--- src/rtl/hbm_bench_scheduler.sv ---
// HBM benchmark sequencer: walks a port range, issues a fixed count of AXI burst commands per port, tracks outstanding/beat/OKAY counts.
// cmd_* is held while cmd_valid && !cmd_ready and issue stalls at MAX_OUTSTANDING; HBM_SCHED_TIMEOUT_EN adds a drain watchdog.
module hbm_bench_scheduler #(
    parameter int          MAX_OUTSTANDING = 16,
    parameter logic [31:0] LFSR_SEED       = 32'hACE1_2468,
    parameter int          TIMEOUT_CYCLES  = 4096
) (
    input  logic        i_clk,
    input  logic        i_reset,
    input  logic        i_start,
    input  logic [1:0]  i_cfg_mode,
    input  logic        i_cfg_random,
    input  logic [3:0]  i_cfg_len,
    input  logic [31:0] i_cfg_num_txn,
    input  logic [4:0]  i_cfg_port_first,
    input  logic [4:0]  i_cfg_port_last,
    output logic        o_cmd_valid,
    input  logic        i_cmd_ready,
    output logic        o_cmd_write,
    output logic [32:0] o_cmd_addr,
    output logic [3:0]  o_cmd_len,
    output logic [4:0]  o_select_port,
    input  logic        i_wnext,
    input  logic        i_bdone,
    input  logic        i_bokay,
    input  logic        i_rdone,
    input  logic        i_rokay,
    output logic [35:0] o_count_wnext,
    output logic [35:0] o_count_bokay,
    output logic [35:0] o_count_rokay,
    output logic        o_isread,
    output logic        o_iswrite,
    output logic [3:0]  o_state,
    output logic        o_busy,
    output logic        o_done,
    output logic        o_timeout
);

    localparam logic [3:0] S_IDLE  = 4'd0;
    localparam logic [3:0] S_SETUP = 4'd1;
    localparam logic [3:0] S_ISSUE = 4'd2;
    localparam logic [3:0] S_DRAIN = 4'd3;
    localparam logic [3:0] S_NEXT  = 4'd4;
    localparam logic [3:0] S_DONE  = 4'd5;

    localparam logic [6:0] MAX_OS = 7'(MAX_OUTSTANDING);

    if (MAX_OUTSTANDING < 1 || MAX_OUTSTANDING > 64 || TIMEOUT_CYCLES < 1 || LFSR_SEED == 32'd0) begin : g_param_check
        $error("hbm_bench_scheduler: parameter out of range");
    end

    typedef struct packed {
        logic [1:0]  mode;
        logic        random;
        logic [3:0]  len;
        logic [31:0] num_txn;
        logic [4:0]  port_last;
    } cfg_t;

    cfg_t        r_cfg;
    logic [3:0]  r_state;
    logic [31:0] r_txn_cnt;
    logic [6:0]  r_outstanding;
    logic [27:0] r_offset;
    logic [4:0]  r_sel;
    logic [31:0] r_lfsr;
    logic        r_dir_wr;
    logic [35:0] r_cnt_wnext;
    logic [35:0] r_cnt_bokay;
    logic [35:0] r_cnt_rokay;
`ifdef HBM_SCHED_TIMEOUT_EN
    localparam logic [31:0] TO_LAST = 32'(TIMEOUT_CYCLES - 1);
    logic [31:0] r_to_cnt;
    logic        r_timeout;
`endif

    logic        w_cmd_valid;
    logic        w_accept;
    logic        w_cmd_write;
    logic [6:0]  w_os_sum;
    logic [6:0]  w_os_dec;
    logic [6:0]  w_os_next;
    logic [31:0] w_lfsr_next;
    logic [27:0] w_seq_step;

    assign w_cmd_valid = (r_state == S_ISSUE) && (r_outstanding < MAX_OS) && (r_txn_cnt != r_cfg.num_txn);
    assign w_accept    = w_cmd_valid && i_cmd_ready;
    // Mode 11 is an unused encoding and behaves as write-only.
    assign w_cmd_write = (r_cfg.mode == 2'b01) ? 1'b0 : (r_cfg.mode == 2'b10) ? r_dir_wr : 1'b1;

    assign w_os_sum  = r_outstanding + 7'(w_accept);
    assign w_os_dec  = 7'(i_bdone) + 7'(i_rdone);
    assign w_os_next = (w_os_sum > w_os_dec) ? (w_os_sum - w_os_dec) : 7'd0;

    // Galois form of x^32 + x^22 + x^2 + x + 1.
    assign w_lfsr_next = {1'b0, r_lfsr[31:1]} ^ (r_lfsr[0] ? 32'h8020_0003 : 32'h0);
    assign w_seq_step  = 28'({1'b0, r_cfg.len, 5'b0} + 10'd32);

    always_ff @(posedge i_clk) begin
        if (i_reset) begin
            r_cfg         <= '0;
            r_state       <= S_IDLE;
            r_txn_cnt     <= 32'd0;
            r_outstanding <= 7'd0;
            r_offset      <= 28'd0;
            r_sel         <= 5'd0;
            r_lfsr        <= LFSR_SEED;
            r_dir_wr      <= 1'b1;
            r_cnt_wnext   <= 36'd0;
            r_cnt_bokay   <= 36'd0;
            r_cnt_rokay   <= 36'd0;
`ifdef HBM_SCHED_TIMEOUT_EN
            r_to_cnt      <= 32'd0;
            r_timeout     <= 1'b0;
`endif
        end else begin
            r_outstanding <= w_os_next;
            if (r_state != S_DONE) begin
                if (i_wnext && r_cnt_wnext != '1)            r_cnt_wnext <= r_cnt_wnext + 36'd1;
                if (i_bdone && i_bokay && r_cnt_bokay != '1) r_cnt_bokay <= r_cnt_bokay + 36'd1;
                if (i_rdone && i_rokay && r_cnt_rokay != '1) r_cnt_rokay <= r_cnt_rokay + 36'd1;
            end
            case (r_state)
                S_IDLE, S_DONE: begin
                    if (i_start) begin
                        r_cfg       <= '{mode: i_cfg_mode, random: i_cfg_random, len: i_cfg_len,
                                         num_txn: i_cfg_num_txn, port_last: i_cfg_port_last};
                        r_cnt_wnext <= 36'd0;
                        r_cnt_bokay <= 36'd0;
                        r_cnt_rokay <= 36'd0;
                        r_offset    <= 28'd0;
                        r_sel       <= i_cfg_port_first;
                        r_dir_wr    <= 1'b1;
                        r_state     <= S_SETUP;
`ifdef HBM_SCHED_TIMEOUT_EN
                        r_timeout   <= 1'b0;
`endif
                    end
                end
                S_SETUP: begin
                    r_txn_cnt <= 32'd0;
                    r_offset  <= 28'd0;
                    r_state   <= (r_cfg.num_txn == 32'd0) ? S_NEXT : S_ISSUE;
                end
                S_ISSUE: begin
                    if (w_accept) begin
                        r_txn_cnt <= r_txn_cnt + 32'd1;
                        if (r_cfg.random) begin
                            r_lfsr   <= w_lfsr_next;
                            r_offset <= {w_lfsr_next[27:9], 9'b0};
                        end else begin
                            r_offset <= r_offset + w_seq_step;
                        end
                        if (r_cfg.mode == 2'b10) r_dir_wr <= ~r_dir_wr;
                        if (r_txn_cnt + 32'd1 == r_cfg.num_txn) begin
                            r_state  <= S_DRAIN;
`ifdef HBM_SCHED_TIMEOUT_EN
                            r_to_cnt <= 32'd0;
`endif
                        end
                    end
                end
                S_DRAIN: begin
`ifdef HBM_SCHED_TIMEOUT_EN
                    r_to_cnt <= r_to_cnt + 32'd1;
                    if (r_outstanding == 7'd0) begin
                        r_state <= S_NEXT;
                    end else if (r_to_cnt == TO_LAST) begin
                        r_timeout     <= 1'b1;
                        r_outstanding <= 7'd0;
                        r_state       <= S_DONE;
                    end
`else
                    if (r_outstanding == 7'd0) r_state <= S_NEXT;
`endif
                end
                S_NEXT: begin
                    if (r_sel == r_cfg.port_last) begin
                        r_state <= S_DONE;
                    end else begin
                        r_sel   <= r_sel + 5'd1;
                        r_state <= S_SETUP;
                    end
                end
                default: r_state <= S_IDLE;
            endcase
        end
    end

    assign o_cmd_valid   = w_cmd_valid;
    assign o_cmd_write   = w_cmd_write;
    assign o_cmd_addr    = {r_sel, r_offset};
    assign o_cmd_len     = r_cfg.len;
    assign o_select_port = r_sel;
    assign o_count_wnext = r_cnt_wnext;
    assign o_count_bokay = r_cnt_bokay;
    assign o_count_rokay = r_cnt_rokay;
    assign o_iswrite     = (r_state == S_ISSUE) && w_cmd_write;
    assign o_isread      = (r_state == S_ISSUE) && !w_cmd_write;
    assign o_state       = r_state;
    assign o_busy        = (r_state != S_IDLE) && (r_state != S_DONE);
    assign o_done        = (r_state == S_DONE);
`ifdef HBM_SCHED_TIMEOUT_EN
    assign o_timeout     = r_timeout;
`else
    assign o_timeout     = 1'b0;
`endif

endmodule

--- config.mk ---
export PLATFORM = sky130hd
export DESIGN_NAME = hbm_bench_scheduler
export DESIGN_NICKNAME = d
export VERILOG_FILES = /design/src/rtl/hbm_bench_scheduler.sv
export SDC_FILE = /design/constraint.sdc
export NUM_CORES = 1
export LEC_CHECK = 0
export CAP_MARGIN = 20
export CORE_ASPECT_RATIO = 0.8
export CORE_MARGIN = 2
export CORE_UTILIZATION = 50
export DETAILED_ROUTE_END_ITERATION = 10
export MAX_ROUTING_LAYER = met4
export PLACE_DENSITY_LB_ADDON = 0.08
export SLEW_MARGIN = 20
export SYNTH_ARGS = -nofsm -noshare
export SYNTH_HDL_FRONTEND = slang
export SYNTH_SLANG_ARGS = --single-unit
--- constraint.sdc ---
create_clock -name i_clk -period 4.39 [get_ports i_clk]
set_input_delay 0.878 -clock i_clk [delete_from_list [all_inputs] [get_ports i_clk]]
set_output_delay 0.878 -clock i_clk [all_outputs]
set_load 0.05 [all_outputs]
==> impl_metrics.toml, run 1 <==
[clock_network]
postCtsHoldBufs = 0
insertion_delay_ns = 0.54
cts_tree = "built"
numCtsBuffers = 27
cts_max_level = 1
cts_sinks = 255
cts_buffer_depth = 3
cts_resized = 0
cts_root_buf = "clkbuf_16"
cts_setup_buffers = 0
clkTransAtPathRegs_ns = 0.06

[synth]
synth_top_area_share = 0.3950
avgSynthCellArea_um2 = 7.865
synthTopCellsByArea = "dfxtp_1 (40%), xor2_1 (8.7%), nand2_1 (8.0%)"
yosys.area.top_type = "dfxtp_1"
async_reset_ff_frac = 0
ys_ff_latch = 255
synth_enable_flop_cells = 0
ys_seq_area_frac = 0.3950
synthCells = 1643
ys_types = 66
synth_ff_type = "dfxtp_1"
yosysWarnings = 0
netlist_area_um2 = 12920

[global_routing]
grt-ovfl-total = 0
antenna_found_initial = 0
grt.total_usage = 0.2614
grt_pass1_wl_mm = 56.97
grt_pass1_vias = 11100
grt_max_degree = 79

[layout]
area_growth_pct = 24.37
layout_commonest_cell = "nand2_1"
drive_gt1_frac = 0.04819
fin_area_um2 = 16070
final_nets = 1884
layout_common_cells = "nand2_1 (273), dfxtp_1 (255), clkdlybuf4s50_1 (210)"
final_cells = 2150
n_fill_cell = 2310
n_antenna_cell = 0

[power_and_ir_drop]
vdd_drop_max_mv = 0.3495
power_frac_comb = 0.275
swShare = 0.3490
power.leakage_nw = 5.732
report.power.total_mw = 6.862
power_frac_clock = 0.342
power.density_nw_per_um2 = 427.0
p_seq_frac = 0.383
intPower_mw = 4.468
switchingPower_mw = 2.395

[timing]
setup_tns_ns = 0
max_slew_margin = 0.2523
max_freq_ghz = 0.2358
worst-slew-pin-transition_ns = 1.111
slew_violations = 0
grt_setup_unrepaired = "no"
setup-violations-final = 0
finalHoldViolations = 0
finClkSkew_ns = 0.02705
post-route-min-period_ns = 4.240
finalCritPeriodShare = 0.9659

[drt]
drt_pass1_iterations = 7
drt_iter0_drc = 683
drt-vias-per-instance = 5.527
wl_mm = 35.28
ant_nets = 0
vias = 11880
remaining_drc_errors = 0
wl_per_cell_um = 16.41

[worst_setup_path]
r2r-start = "r_txn_cnt[3]"
cp.required_ns = 3.51
r2r_cells = 12
crit_type = "reg2out"
cp_max_fo = 9
critPathLaunch = "r_txn_cnt[3]"
cp-start-kind = "flip-flop"
critPathArrivalTime_ns = 3.36
endpoint_kind = "primary output"

[placement]
dpl.hpwl_mm = 25.00
place_inst = 2101
routabilityCongestion = 0.9417
placed_area_um2 = 15160
port_buffers = 211

[floorplanning]
die_h_um = 147.8
die_area_um2 = 27150
coreArea_um2 = 25370
start_util = 0.5093
ios = 219
fp.dieW_um = 183.7
row_count = 52

[flow_run]
maxCapViolCount = 0

[run_status]
status = "finished, final reports clean"

[min_path]
hp-class = "reg2reg"
hold_depth = 2
hold_path.startpoint = "r_lfsr[3]"
==> flip-flops by register name, indices dropped and copies added, names as in the netlist <==
register       count
o_select_port      5
r_outstanding      7
o_count_rokay     36
r_txn_cnt         32
o_state            3
r_offset          23
r_lfsr            32
r_cfg             40
o_count_bokay     36
r_dir_wr           1
o_cmd_len          4
o_count_wnext     36
==> cells in the mapped netlist (all sizes together), types with 5 or more instances <==
library cell	instances
xor2	128
nand2b	10
nor2	189
buf	38
a22oi	6
nand3b	5
inv	33
o211ai	5
nand2	275
ha	18
nor2b	11
a21oi	103
a31oi	6
a211oi	11
clkbuf	68
or3	17
dfxtp	255
nor3b	6
nor4	34
and4	19
and2	14
and3	24
or4	9
nand4	55
nand3	88
o21ai	54
nor3	37
xnor2	73
==> power groups by stage <==
stage | Clock, mW | Sequential, mW | Combinational, mW
2_1_floorplan | 0 | 2.73 | 1.27
3_3_place_gp | 0 | 2.67 | 1.87
3_5_place_dp | 0 | 2.67 | 1.88
4_1_cts | 2.40 | 2.62 | 1.89
5_1_grt | 2.48 | 2.64 | 2.06
6_report | 2.35 | 2.63 | 1.89
==> metal layers <==
metal	global-route usage	vias to the layer above	share of wire
li1	-	5929	-
met1	0.3614	5602	0.47
met3	0.03966	47	0.053
met2	0.4038	304	0.45
met4	0.06160	0	0.021
met5	-	-	0
==> worst max-delay path: stages (launching register included) <==
cell             delay (ns)
dfxtp_1                0.49
xor2_1                 0.16
or4b_1                 0.54
or4_4                  0.56
nor2_1                 0.26
nor2b_1                0.09
clkdlybuf4s50_1        0.74
==> cells by family (layout without fill, tap and decap cells) <==
| logic type | Yosys count | after routing | synth area share |
|---|---|---|---|
| AND/OR/NAND/NOR | 802 | 802 | 0.2942 |
| XOR/XNOR | 201 | 201 | 0.1362 |
| multiplexers | 5 | 5 | 0.003970 |
| AO/OA/AOI/OAI | 219 | 219 | 0.1002 |
| buffers and inverters | 139 | 316 | 0.04870 |
| adder cells (fa/ha/maj) | 21 | 21 | 0.02130 |
| other | 1 | 7 | 0.0002902 |
| flip-flops | 255 | 255 | 0.3950 |
==> final timing paths <==
path | endpoint | slack [ns]
worst min-delay path | r_lfsr[2] | 0.45
worst max-delay path | o_cmd_valid | 0.15
worst max register to register | r_outstanding[6] | 0.44
worst min register to register | r_lfsr[2] | 0.45
==> through the flow <==
stage	hold WS, ns	util	setup WS (ns)
2_1_floorplan	0.4321	-	0.2548
3_3_place_gp	0.4416	0.5975	0.5556
3_5_place_dp	0.4493	0.5975	0.4430
4_1_cts	0.4539	0.6334	0.1512
5_1_grt	0.4796	0.6334	0.02551
6_report	0.4527	0.6334	0.1498
==> area by class of cell <==
type / count / area (µm²) / area share
timing repair buffer: 234 / 2282 / 0.1420
multi-input combinational: 1255 / 7244 / 0.4508
clock buffer: 32 / 734.5 / 0.04570
tap: 324 / 405.4 / 0.02522
clock inverter: 17 / 176.4 / 0.01098
inverter: 33 / 123.9 / 0.007707
sequential: 255 / 5105 / 0.3176
Power figures use the tool's default switching activity.
==> run 2: changes to the inputs <==
CORE_MARGIN = 5   (was 2)
==> impl_metrics.toml, run 2 (same netlist as run 1, synthesis figures left out) <==
[clock_network]
cts_tree = "built"
clkTransAtPathRegs_ns = 0.06
cts_resized = 0
cts_max_level = 1
cts_sinks = 255
numCtsBuffers = 26
postCtsHoldBufs = 0
cts_buffer_depth = 3
insertion_delay_ns = 0.53
cts_setup_buffers = 0
cts_root_buf = "clkbuf_16"

[floorplanning]
die_h_um = 153.8
row_count = 52
die_area_um2 = 29180
start_util = 0.5093
fp.dieW_um = 189.7
coreArea_um2 = 25370
ios = 219

[layout]
n_antenna_cell = 0
multi_input_area_um2 = 7244
regMostFlops = "r_cfg"
regArea_um2 = 5105
n_fill_cell = 2258
layout_common_cells = "nand2_1 (273), dfxtp_1 (255), clkdlybuf4s50_1 (210)"
drive_gt1_frac = 0.04391
layout_commonest_cell = "nand2_1"
fin_area_um2 = 15990
area_growth_pct = 23.73
final_nets = 1885
largest_reg_flops = 40
final_util = 0.6301

[worst_setup_path]
r2r-end = "r_outstanding[3]"
crit_chain = "xor2_1, or4_1, or4_4, nor2_1, nor2b_1, clkdlybuf4s50_1"
cp_max_fo = 6
r2r_cells = 12
critPathArrivalTime_ns = 3.36
ff2ff_setup_slack_ns = 0.46
cp.required_ns = 3.51
cp-start-kind = "flip-flop"
crit_type = "reg2out"
cpPeakStageDelay_ns = 0.74
endpoint_kind = "primary output"
r2r-start = "r_txn_cnt[24]"
slowest_stage = "clkdlybuf4s50_1"

[timing]
post-route-min-period_ns = 4.239
finalCritPeriodShare = 0.9655
setup-violations-final = 0
worst-slew-pin-transition_ns = 0.8280
grt_setup_unrepaired = "no"
finClkSkew_ns = 0.007711
finalHoldViolations = 0
max_slew_margin = 0.4429
setup_tns_ns = 0
max_freq_ghz = 0.2359
slew_violations = 0

[drt]
remaining_drc_errors = 0
vias = 11890
drt-vias-per-instance = 5.541
drt_pass1_iterations = 5
wl_per_cell_um = 16.42
drt_iter0_drc = 761
ant_nets = 0
wl_mm = 35.23

[global_routing]
grt-ovfl-total = 0
grt_max_degree = 77
grt.total_usage = 0.2407
grt_pass1_vias = 11160
antenna_found_initial = 0
grt_pass1_wl_mm = 57.93

[run_status]
status = "finished, final reports clean"

[min_path]
hold_path.startpoint = "r_lfsr[5]"
hold_depth = 2
min_to = "r_lfsr[4]"
hp-class = "reg2reg"

[flow_run]
maxCapViolCount = 0

[placement]
port_buffers = 211
routabilityCongestion = 0.9184
dpl.hpwl_mm = 25.34
placed_area_um2 = 15180

[power_and_ir_drop]
power.leakage_nw = 5.701
vdd_drop_max_mv = 0.2901
power.density_nw_per_um2 = 415.3
==> run 2: cell count changes in the layout (fill, tap and decap cells not counted), sizes merged <==
cell,previous run,this run
clkbuf,32,39
clkinv,8,3
clkinvlp,5,1
bufinv,3,0
buf,24,26
inv,34,33
==> run 2: through the flow <==
stage	hold WS, ns	total power [mW]	worst slack (ns)	cells
global route	0.4641	6.982	0.05001	2146
CTS	0.4503	6.690	0.1714	2146
global placement	0.4389	4.537	0.5661	2103
floorplan	0.4321	3.995	0.2548	1649
detailed placement	0.4426	4.545	0.5077	2103
finish	0.4465	6.640	0.1513	2146
==> run 2: area by class of cell <==
type / instances / area share
inverter: 33 / 0.007747
multi-input combinational: 1255 / 0.4531
clock inverter: 4 / 0.001409
timing repair buffer: 236 / 0.1437
clock buffer: 39 / 0.04946
sequential: 255 / 0.3193
tap: 324 / 0.02535
==> run 2: layer usage <==
metal / GRT usage / part of all wire / vias to the layer above
met5: - / 0 / -
met3: 0.03740 / 0.051 / 59
met1: 0.3323 / 0.47 / 5584
met4: 0.06061 / 0.024 / 0
li1: - / - / 5935
met2: 0.3724 / 0.45 / 312
==> run 2: how the worst max path moves through the flow <==
stage | startpoint | endpoint | cells after the start
2_1_floorplan | o_state[1] | r_outstanding[2] | 14
3_3_place_gp | r_txn_cnt[3] | r_outstanding[5] | 12
3_5_place_dp | r_txn_cnt[24] | r_outstanding[2] | 12
4_1_cts | r_txn_cnt[24] | o_cmd_valid | 6
5_1_grt | r_txn_cnt[21] | o_cmd_valid | 6
6_report | r_txn_cnt[24] | o_cmd_valid | 6
==> run 2: critical path: cells and delay by family, from the launching register on <==
kind	cells	cell delay [ns]
buf+inv	1	0.74
simple gates	4	1.47
xor+xnor	1	0.17
flops	1	0.46
==> run 2: where the power goes <==
group / leakage (nW) / internal, mW / switching (mW)
Combinational: 3.24 / 0.643 / 1.24
Clock: 0.401 / 1.23 / 0.899
Sequential: 2.06 / 2.46 / 0.170
Total: 5.70 / 4.33 / 2.31
